<file path="src/rtl/cpu_pkg.sv">
// cpu_pkg: shared definitions for the register-operation sequencer.
//   - opcode constants OP_MOV..OP_NOT (3-bit)
//   - register index constants AL, BL, CL, DL (2-bit)
//   - sequencer FSM state encoding
//   - helper that widens a 2-bit register index to the 8-bit select bus
package cpu_pkg;

  localparam logic [2:0] OP_MOV = 3'd0;
  localparam logic [2:0] OP_ADD = 3'd1;
  localparam logic [2:0] OP_SUB = 3'd2;
  localparam logic [2:0] OP_AND = 3'd3;
  localparam logic [2:0] OP_OR  = 3'd4;
  localparam logic [2:0] OP_XOR = 3'd5;
  localparam logic [2:0] OP_CMP = 3'd6;
  localparam logic [2:0] OP_NOT = 3'd7;

  localparam logic [1:0] AL = 2'd0;
  localparam logic [1:0] BL = 2'd1;
  localparam logic [1:0] CL = 2'd2;
  localparam logic [1:0] DL = 2'd3;

  typedef enum logic [2:0] {
    ST_IDLE = 3'd0,
    ST_RD_A = 3'd1,
    ST_RD_B = 3'd2,
    ST_EXEC = 3'd3,
    ST_WB   = 3'd4
  } state_t;

  // The register file select buses are 8 bits wide; only 4 entries exist.
  function automatic logic [7:0] idx_to_select(input logic [1:0] idx);
    return {6'b000000, idx};
  endfunction

endpackage

</file>
<file path="src/rtl/reg_op_alu.sv">
// reg_op_alu: combinational 8-bit ALU for the register-operation sequencer.
// Ports:
//   op     in  3  opcode (cpu_pkg OP_*)
//   a      in  8  first operand (destination register value)
//   b      in  8  second operand (source register or immediate)
//   result out 8  operation result, modulo 256 (MOV passes b through)
//   z      out 1  result == 0
//   c      out 1  carry for ADD, borrow for SUB/CMP, 0 otherwise
module reg_op_alu
  import cpu_pkg::*;
(
  input  logic [2:0] op,
  input  logic [7:0] a,
  input  logic [7:0] b,
  output logic [7:0] result,
  output logic       z,
  output logic       c
);

  logic [8:0] sum;
  logic [8:0] diff;

  // Bit 8 of the 9-bit difference is set exactly when a < b (unsigned borrow).
  assign sum  = {1'b0, a} + {1'b0, b};
  assign diff = {1'b0, a} - {1'b0, b};

  always_comb begin
    result = b;
    c      = 1'b0;
    case (op)
      OP_MOV: result = b;
      OP_ADD: {c, result} = sum;
      OP_SUB: {c, result} = diff;
      OP_CMP: {c, result} = diff;
      OP_AND: result = a & b;
      OP_OR:  result = a | b;
      OP_XOR: result = a ^ b;
      OP_NOT: result = ~a;
      default: result = b;
    endcase
  end

  assign z = (result == 8'h00);

endmodule

</file>
<file path="src/rtl/reg_op_seq.sv">
// reg_op_seq: multi-cycle sequencer executing one two-operand instruction
// against a 4-entry 8-bit register file with one combinational read port and
// one clocked write port. Operands are read one per cycle, the ALU result and
// flags are registered in EXEC, and the result is written back in WB.
// Ports:
//   clk           in  1  clock, rising edge
//   reset         in  1  asynchronous, active-high
//   start         in  1  execute request, sampled only while idle
//   op            in  3  opcode (MOV ADD SUB AND OR XOR CMP NOT)
//   dst           in  2  destination / first operand register index
//   src           in  2  second operand register index
//   imm           in  8  immediate second operand
//   use_imm       in  1  second operand is imm, source read skipped
//   reg_r_line    in  8  register file read data (same cycle as reg_r)
//   reg_r         out 1  register file read enable
//   reg_r_select  out 8  read index, bits [7:2] zero
//   reg_w         out 1  register file write enable
//   reg_w_select  out 8  write index, bits [7:2] zero
//   reg_w_line    out 8  write data
//   busy          out 1  high whenever not idle
//   done          out 1  one-cycle pulse in the final cycle of an instruction
//   flag_z        out 1  registered zero flag
//   flag_c        out 1  registered carry/borrow flag
module reg_op_seq
  import cpu_pkg::*;
(
  input  logic       clk,
  input  logic       reset,
  input  logic       start,
  input  logic [2:0] op,
  input  logic [1:0] dst,
  input  logic [1:0] src,
  input  logic [7:0] imm,
  input  logic       use_imm,
  input  logic [7:0] reg_r_line,
  output logic       reg_r,
  output logic [7:0] reg_r_select,
  output logic       reg_w,
  output logic [7:0] reg_w_select,
  output logic [7:0] reg_w_line,
  output logic       busy,
  output logic       done,
  output logic       flag_z,
  output logic       flag_c
);

  state_t     state;
  state_t     state_next;

  logic [2:0] op_q;
  logic [1:0] dst_q;
  logic [1:0] src_q;
  logic       use_imm_q;
  logic [7:0] a_q;
  logic [7:0] b_q;
  logic [7:0] result_q;

  logic [7:0] alu_result;
  logic       alu_z;
  logic       alu_c;

  reg_op_alu u_alu (
    .op     (op_q),
    .a      (a_q),
    .b      (b_q),
    .result (alu_result),
    .z      (alu_z),
    .c      (alu_c)
  );

  always_ff @(posedge clk or posedge reset) begin
    if (reset) state <= ST_IDLE;
    else       state <= state_next;
  end

  always_comb begin
    state_next   = state;
    reg_r        = 1'b0;
    reg_r_select = 8'h00;
    reg_w        = 1'b0;
    reg_w_select = 8'h00;
    reg_w_line   = 8'h00;
    done         = 1'b0;
    busy         = (state != ST_IDLE);
    case (state)
      ST_IDLE: begin
        if (start) begin
          // MOV never needs the destination's old value.
          if (op != OP_MOV)  state_next = ST_RD_A;
          else if (use_imm)  state_next = ST_EXEC;
          else               state_next = ST_RD_B;
        end
      end
      ST_RD_A: begin
        reg_r        = 1'b1;
        reg_r_select = idx_to_select(dst_q);
        if (use_imm_q || op_q == OP_NOT) state_next = ST_EXEC;
        else                             state_next = ST_RD_B;
      end
      ST_RD_B: begin
        reg_r        = 1'b1;
        reg_r_select = idx_to_select(src_q);
        state_next   = ST_EXEC;
      end
      ST_EXEC: begin
        // CMP only updates flags, so it finishes here without a write.
        if (op_q == OP_CMP) begin
          done       = 1'b1;
          state_next = ST_IDLE;
        end else begin
          state_next = ST_WB;
        end
      end
      ST_WB: begin
        reg_w        = 1'b1;
        reg_w_select = idx_to_select(dst_q);
        reg_w_line   = result_q;
        done         = 1'b1;
        state_next   = ST_IDLE;
      end
      default: state_next = ST_IDLE;
    endcase
  end

  always_ff @(posedge clk or posedge reset) begin
    if (reset) begin
      op_q      <= OP_MOV;
      dst_q     <= AL;
      src_q     <= AL;
      use_imm_q <= 1'b0;
      a_q       <= 8'h00;
      b_q       <= 8'h00;
      result_q  <= 8'h00;
      flag_z    <= 1'b0;
      flag_c    <= 1'b0;
    end else begin
      case (state)
        ST_IDLE: begin
          if (start) begin
            op_q      <= op;
            dst_q     <= dst;
            src_q     <= src;
            use_imm_q <= use_imm;
            // Preload the immediate; a source read in RD_B overwrites it.
            b_q       <= imm;
          end
        end
        ST_RD_A: a_q <= reg_r_line;
        ST_RD_B: b_q <= reg_r_line;
        ST_EXEC: begin
          result_q <= alu_result;
          if (op_q != OP_MOV) begin
            flag_z <= alu_z;
            flag_c <= alu_c;
          end
        end
        default: ;
      endcase
    end
  end

endmodule

</file>
<file path="config.mk">
export PLATFORM = sky130hd
export DESIGN_NAME = reg_op_seq
export DESIGN_NICKNAME = d
export VERILOG_FILES = /design/src/rtl/cpu_pkg.sv /design/src/rtl/reg_op_alu.sv /design/src/rtl/reg_op_seq.sv
export SDC_FILE = /design/constraint.sdc
export NUM_CORES = 1
export LEC_CHECK = 0
export ABC_AREA = 1
export CAP_MARGIN = 20
export CORE_UTILIZATION = 40
export DETAILED_ROUTE_END_ITERATION = 8
export PLACE_DENSITY = 0.66
export SLEW_MARGIN = 10
export SYNTH_ARGS = -nofsm -noshare
export SYNTH_HDL_FRONTEND = slang
export SYNTH_HIERARCHICAL = 1
export SYNTH_SLANG_ARGS = --single-unit
</file>
<file path="constraint.sdc">
create_clock -name clk -period 1.8 [get_ports clk]
set_input_delay 0.18 -clock clk [delete_from_list [all_inputs] [get_ports clk]]
set_output_delay 0.18 -clock clk [all_outputs]
set_load 0.01 [all_outputs]
</file>
# --- After elaboration in Yosys (flattened, before gate mapping) ---
# Index checks and enable logic that the tools add are counted.
op_classes:
  shifts: 0
  n_reduce_logical: 13
  bitwise_logic: 4
  mux: 17
  eq_ne: 12
  order_cmp: 0
  add_sub_neg: 2
  n_mul: 0
  n_div: 0
ops:
  columns: ["op", "n"]
  rows:
  - ["8-bit case mux with 7 select lines", 1]
  - ["8-bit 2-to-1 mux", 2]
  - ["8-bit case mux with 2 select lines", 1]
  - ["3-bit equality test (second input constant)", 5]
  - ["3-bit by 2-bit equality test with 1-bit output (second input constant)", 4]
  - ["3-bit case mux with 4 select lines", 1]
  - ["8-bit by 8-bit adder with 9-bit output", 1]
  - ["3-bit nonzero test", 3]
  - ["8-bit by 8-bit subtractor with 9-bit output", 1]
  - ["8-bit AND", 1]
  - ["8-bit logical NOT", 1]
  - ["8-bit NOT", 1]
  - ["8-bit bitwise OR", 1]
  - ["8-bit XOR", 1]
  - ["3-bit by 1-bit equality test with 1-bit output (second input constant)", 2]
  - ["3-bit logical NOT", 2]
  - ["3-bit 2-to-1 mux", 2]
  - ["2-bit AND reduction", 3]
  - ["1-bit 2-to-1 mux", 5]
  - ["2-bit 2-to-1 mux", 2]
  - ["1-bit case mux with 2 select lines", 2]
  - ["2-bit case mux with 2 select lines", 1]
  - ["2-bit OR reduction", 2]
  - ["2-bit != test (second input constant)", 1]
  - ["2 further kinds", 2]
totals:
  mem_count: 0
  latchBits: 0
  output_inout_bits: 30
  word_cells: 58
  inputBits: 27
  rom_bits: 0
  mem_bits_rw: 0
  regBits: 37

# --- Longest topological paths before layout ---
depth:
  depth_word: 4
  ltp_mapped: 16
  mapped_depth_nobuf: 15

# --- Modules after synthesis ---
# The synthesis kept the hierarchy.
by_module_without_submodules:
  columns: ["mod", "cells_each", "seq_area_each_um2", "area_each_um2", "n_inst"]
  rows:
  - ["reg_op_seq", 227, 925.9, 1803.0, 1]
  - ["reg_op_alu", 252, 0.0, 1428.9, 1]

# --- Worst setup path after synthesis ---
# No wires, ideal clock.
synth_path:
  path_type: "register -> register"
  start: "reg b_q[0]"
  end: "reg flag_z"
  t_required_ns: 1.683
  path_stages_with_launch: 15
  arrival_ns: 1.766
  setup_time_ns: 0.117
  n_path_buf: 0
  slack_ns: -0.082
  period_less_slack_ns: 1.882
  path_cell_list: "dfrtp_1 -> ha_1 -> fa_1 -> nand2_1 -> nand3_1 -> nand3_1 -> nand2_1 -> nand2_1 -> nand3_1 -> nand3_1 -> nand2_1 -> nand3_1 -> nor2_1 -> nand3_1 -> nand2_1"
synth_between:
  elab_chain_len: 3
  word_cells_on_any_way: 7
  cone_classes: "add/sub: 2; mux: 1; bitwise: 3; reduce/logical: 1"
synth_lines:
  columns: ["item", "line_no", "rtl"]
  rows:
  - ["start, declared", "reg_op_seq.sv:55", "logic [7:0] b_q;"]
  - ["start signal, assigned", "reg_op_seq.sv:145", "b_q <= imm;"]
  - ["start signal, assigned", "reg_op_seq.sv:149", "ST_RD_B: b_q <= reg_r_line;"]
  - ["8-bit by 8-bit subtractor with 9-bit output (tied with other cells)", "reg_op_alu.sv:25", "assign diff = {1'b0, a} - {1'b0, b};"]
  - ["8-bit case mux with 7 select lines *", "reg_op_alu.sv:30", "case (op)"]
  - ["8-bit logical NOT *", "reg_op_alu.sv:43", "assign z = (result == 8'h00);"]
  - ["named net alu_z", "reg_op_seq.sv:59", "logic alu_z;"]
  - ["end signal, assigned", "reg_op_seq.sv:153", "flag_z <= alu_z;"]
  - ["end, declared", "reg_op_seq.sv:43", "output logic flag_z,"]
# Mark *: on every way through the listed nets, which the timed path passes. The rest lies on a longest branch.
# A chain may end at the register's enable or synchronous reset.

# --- Worst setup path after layout ---
# Ends and elaborated chain as after synthesis.

==> impl_metrics.yaml <==
routing:
  vias: 3363
  vias_per_cell: 4.85
  wl_per_cell_um: 13.2
  drtIter0Drc: 159
  detail_route.wirelength_um: 9140
  route.detailed.drc: 0
  route.antenna.remaining_nets: 0
  drt_pre_antenna_iters: 5
clock_tree:
  insertion_delay_ns: 0.30
  clk_transition_reported_paths_ns: 0.08
  bufs_on_longest_clock_path: 2
  cts_hold_buf: 0
  cts.htree.levels: 2
  cts_tree: "done"
  cts_made_buffers: 5
  clock-root-buffer: "sky130_fd_sc_hd__clkbuf_8"
  cts.sinks: 37
place:
  place.detailed.hpwl_um: 6980
  globalplace.congestion: 0.953
  port_buffers: 44
worst_hold_path:
  kind_of_path_behind_the_tightest_hold_check: "in2async"
yosys:
  syn_inst: 479
  post-synth-top-area-fraction_pct: 28.6
  avgSynthCellArea_um2: 6.75
  dominant_cells_by_area_after_synthesis: "sky130_fd_sc_hd__dfrtp_1, sky130_fd_sc_hd__nand2_1, sky130_fd_sc_hd__ha_1"
  yosys.area.top_type: "sky130_fd_sc_hd__dfrtp_1"
  synthesis.area_um2: 3230
  yosys_register_bits: 37
  async_flop_share_pct: 100
  synth_flop_cell: "sky130_fd_sc_hd__dfrtp_1"
  seq_area_frac_synth_pct: 28.6
  synth_most_common_cell: "sky130_fd_sc_hd__nand2_1"
  synth_common_cells: "sky130_fd_sc_hd__nand2_1, sky130_fd_sc_hd__inv_1, sky130_fd_sc_hd__nand3_1"
  synth.lib_cells_used.distinct: 36
  ys_warn_count: 6
  synth_enable_flop_cells: 0
run_status:
  failed_checks: "negative setup slack"
  run_status: "complete, but fails checks"
die:
  design.die.area_um2: 8440
  die_h_um: 91.9
  row_count: 32
  initial_utilization_pct: 41.6
  dieWidth_um: 91.9
  design.core.area_um2: 7770
  ioPinCount: 57
layout:
  syn_to_final_growth_pct: 41.2
  share_of_final_layout_standard_cells_stronger_than_drive_strength_1_pct: 30.4
  fin_nets: 645
  n_fill_cell: 748
  postLayoutCoreUtil_pct: 58.7
  antenna-diode-count: 0
worst_setup_path:
  worstReg2RegStart: "b_q[0]$_DFFE_PP0P_"
  crit_path_cell_trace: "ha_2 > fa_2 > nand2_1 > nand2_1 > nor2_2 > nand2_1 > nand2_1 > nand2_1 > nor2_1 > nand3_1 > nor2_1 > nand3_1 > nand2_1"
  ff_to_ff_path_depth: 13
  endpoint_kind: "register"
  worstReg2RegEnd: "flag_z$_DFFE_PP0P_"
  critical_path.max_stage_delay_ns: 0.45
  arrival_ns: 2.31
  reg2reg_setup_slack_ns: -0.26
  path_class: "reg2reg"
  cp_slowest_cell: "sky130_fd_sc_hd__dfrtp_2"
  critPathMaxFanout: 4
  cpMostUsedCell: "sky130_fd_sc_hd__nand2_1"
  required_ns: 2.05
  crit_path_start_kind: "register"
sta:
  timing_hold_violations_final: 0
  setup_ws_ns: -0.262
  fmax_ghz: 0.485
  hold_worst_slack_ns: 0.283
  grt_setup_unrepaired: "yes"
  period_share_pct: 115
  finalCriticalPeriod_ns: 2.06
  finalSetupViolCount: 7
  report.final.slew_viol_count: 0
  clock-skew-final_ns: 0.00937
grt:
  track_usage_pct: 22.7
  grt_overflow_total: 0
  grt_start_max_net_pins: 38
  first_global_vias: 3228
  grt_pass1_wl_um: 15200
  grt_antenna_before_repair: 0
pwr:
  net_switching_share_of_the_total_power_pct: 48.4
  p_leak_nw: 2.39
  power.clock.fraction_pct: 7.7
  internal_power_w: 0.00500
  largest_voltage_drop_on_the_vdd_net_uv: 1120
  power_switching_w: 0.00470
  powerDensity_nw_per_um2: 2130
  power_share_of_the_sequential_group_pct: 15.4
  power.share.combinational_pct: 76.9
job:
  maxCapViolations: 0
[how the worst max path moves through the flow]
stage                  startpoint            endpoint  slack, ns  cells after the start
5_1_grt        b_q[0]$_DFFE_PP0P_  flag_z$_DFFE_PP0P_      -0.45                     13
2_1_floorplan  a_q[0]$_DFFE_PP0P_  flag_z$_DFFE_PP0P_      -0.03                     13
3_5_place_dp   a_q[0]$_DFFE_PP0P_  flag_z$_DFFE_PP0P_      -0.19                     13
3_3_place_gp   a_q[0]$_DFFE_PP0P_  flag_z$_DFFE_PP0P_      -0.15                     13
4_1_cts        b_q[0]$_DFFE_PP0P_  flag_z$_DFFE_PP0P_      -0.20                     13
6_report       b_q[0]$_DFFE_PP0P_  flag_z$_DFFE_PP0P_      -0.26                     13
[per-layer routing]
| layer | up-vias | routed length (um) | track usage (%) |
|---|---|---|---|
| met2 | 92 | 4420 | 38.3 |
| met5 | - | 0 | 0 |
| met4 | 0 | 161 | 5.99 |
| met1 | 1571 | 4220 | 30.3 |
| li1 | 1685 | - | - |
| met3 | 15 | 340 | 3.48 |
[critical path: cells and delay by family (launching register included)]
| family | cells | cell delay, ns |
|---|---|---|
| flops | 1 | 0.45 |
| simple gates | 11 | 0.96 |
| fa+ha+maj | 2 | 0.61 |
[state kept, by name (all words and copies together) (netlist names)]
register	count
state	3
result_q	8
flag_c	1
src_q	2
dst_q	2
use_imm_q	1
b_q	8
op_q	3
a_q	8
flag_z	1
[through the flow]
stage,worst slack (ns),cell area [um2],instances,total power [W],TNS [ns]
2_1_floorplan,-0.0348,3280,490,0.00530,-0.0443
3_3_place_gp,-0.148,4170,677,0.00775,-0.338
3_5_place_dp,-0.188,4170,677,0.00786,-0.688
4_1_cts,-0.204,4360,687,0.00888,-0.498
5_1_grt,-0.447,4560,694,0.0106,-1.75
6_report,-0.262,4560,694,0.00970,-0.676
[cell families after synthesis]
family / count (synthesis) / synth area share, %
and+or+nand+nor: 238 / 33.0
other: 1 / 0.116
adders and majority gates: 27 / 10.9
buffers and inverters: 111 / 15.3
AOI/OAI and AO/OA: 64 / 11.7
DFF: 37 / 28.6
xor gates and xnor gates: 1 / 0.271
[power groups by stage]
stage	clock network (W)	registers [W]	logic (W)
3_5_place_dp	0	0.00149	0.00636
6_report	0.000743	0.00150	0.00746
4_1_cts	0.000758	0.00149	0.00663
2_1_floorplan	0	0.00154	0.00376
3_3_place_gp	0	0.00147	0.00627
5_1_grt	0.000807	0.00155	0.00826
[repair_timing]
item	4_1_cts	5_1_grt
gates resized for setup	34	46
setup endpoints to repair	23	12
setup buffers	2	7
pin swaps	7	17
[final cells by class]
cell class                      instances  area, um2  area share, %
Multi-Input combinational cell        342       2080           45.5
Tap cell                              102        128           2.80
Timing Repair Buffer                  118        990           21.7
Clock buffer                            5       68.8           1.51
Inverter                               87        329           7.21
Sequential cell                        37        928           20.3
Clock inverter                          3       43.8          0.960
[layout by cell type (no fill, tap or decap), types with 12 or more instances in the layout]
master                            Yosys  routed
sky130_fd_sc_hd__nand2_1            139     124
sky130_fd_sc_hd__buf_4               17      72
sky130_fd_sc_hd__inv_1               73      64
sky130_fd_sc_hd__dfrtp_1             37      35
sky130_fd_sc_hd__nand3_1             39      32
sky130_fd_sc_hd__clkdlybuf4s50_1      0      29
sky130_fd_sc_hd__o21ai_0             29      28
sky130_fd_sc_hd__nor2_1              32      27
sky130_fd_sc_hd__inv_2               14      22
sky130_fd_sc_hd__nand2_2              7      22
sky130_fd_sc_hd__ha_1                25      14
sky130_fd_sc_hd__dlygate4sd2_1        0      13
sky130_fd_sc_hd__conb_1               1      12
(Power assumes the default switching activity.)
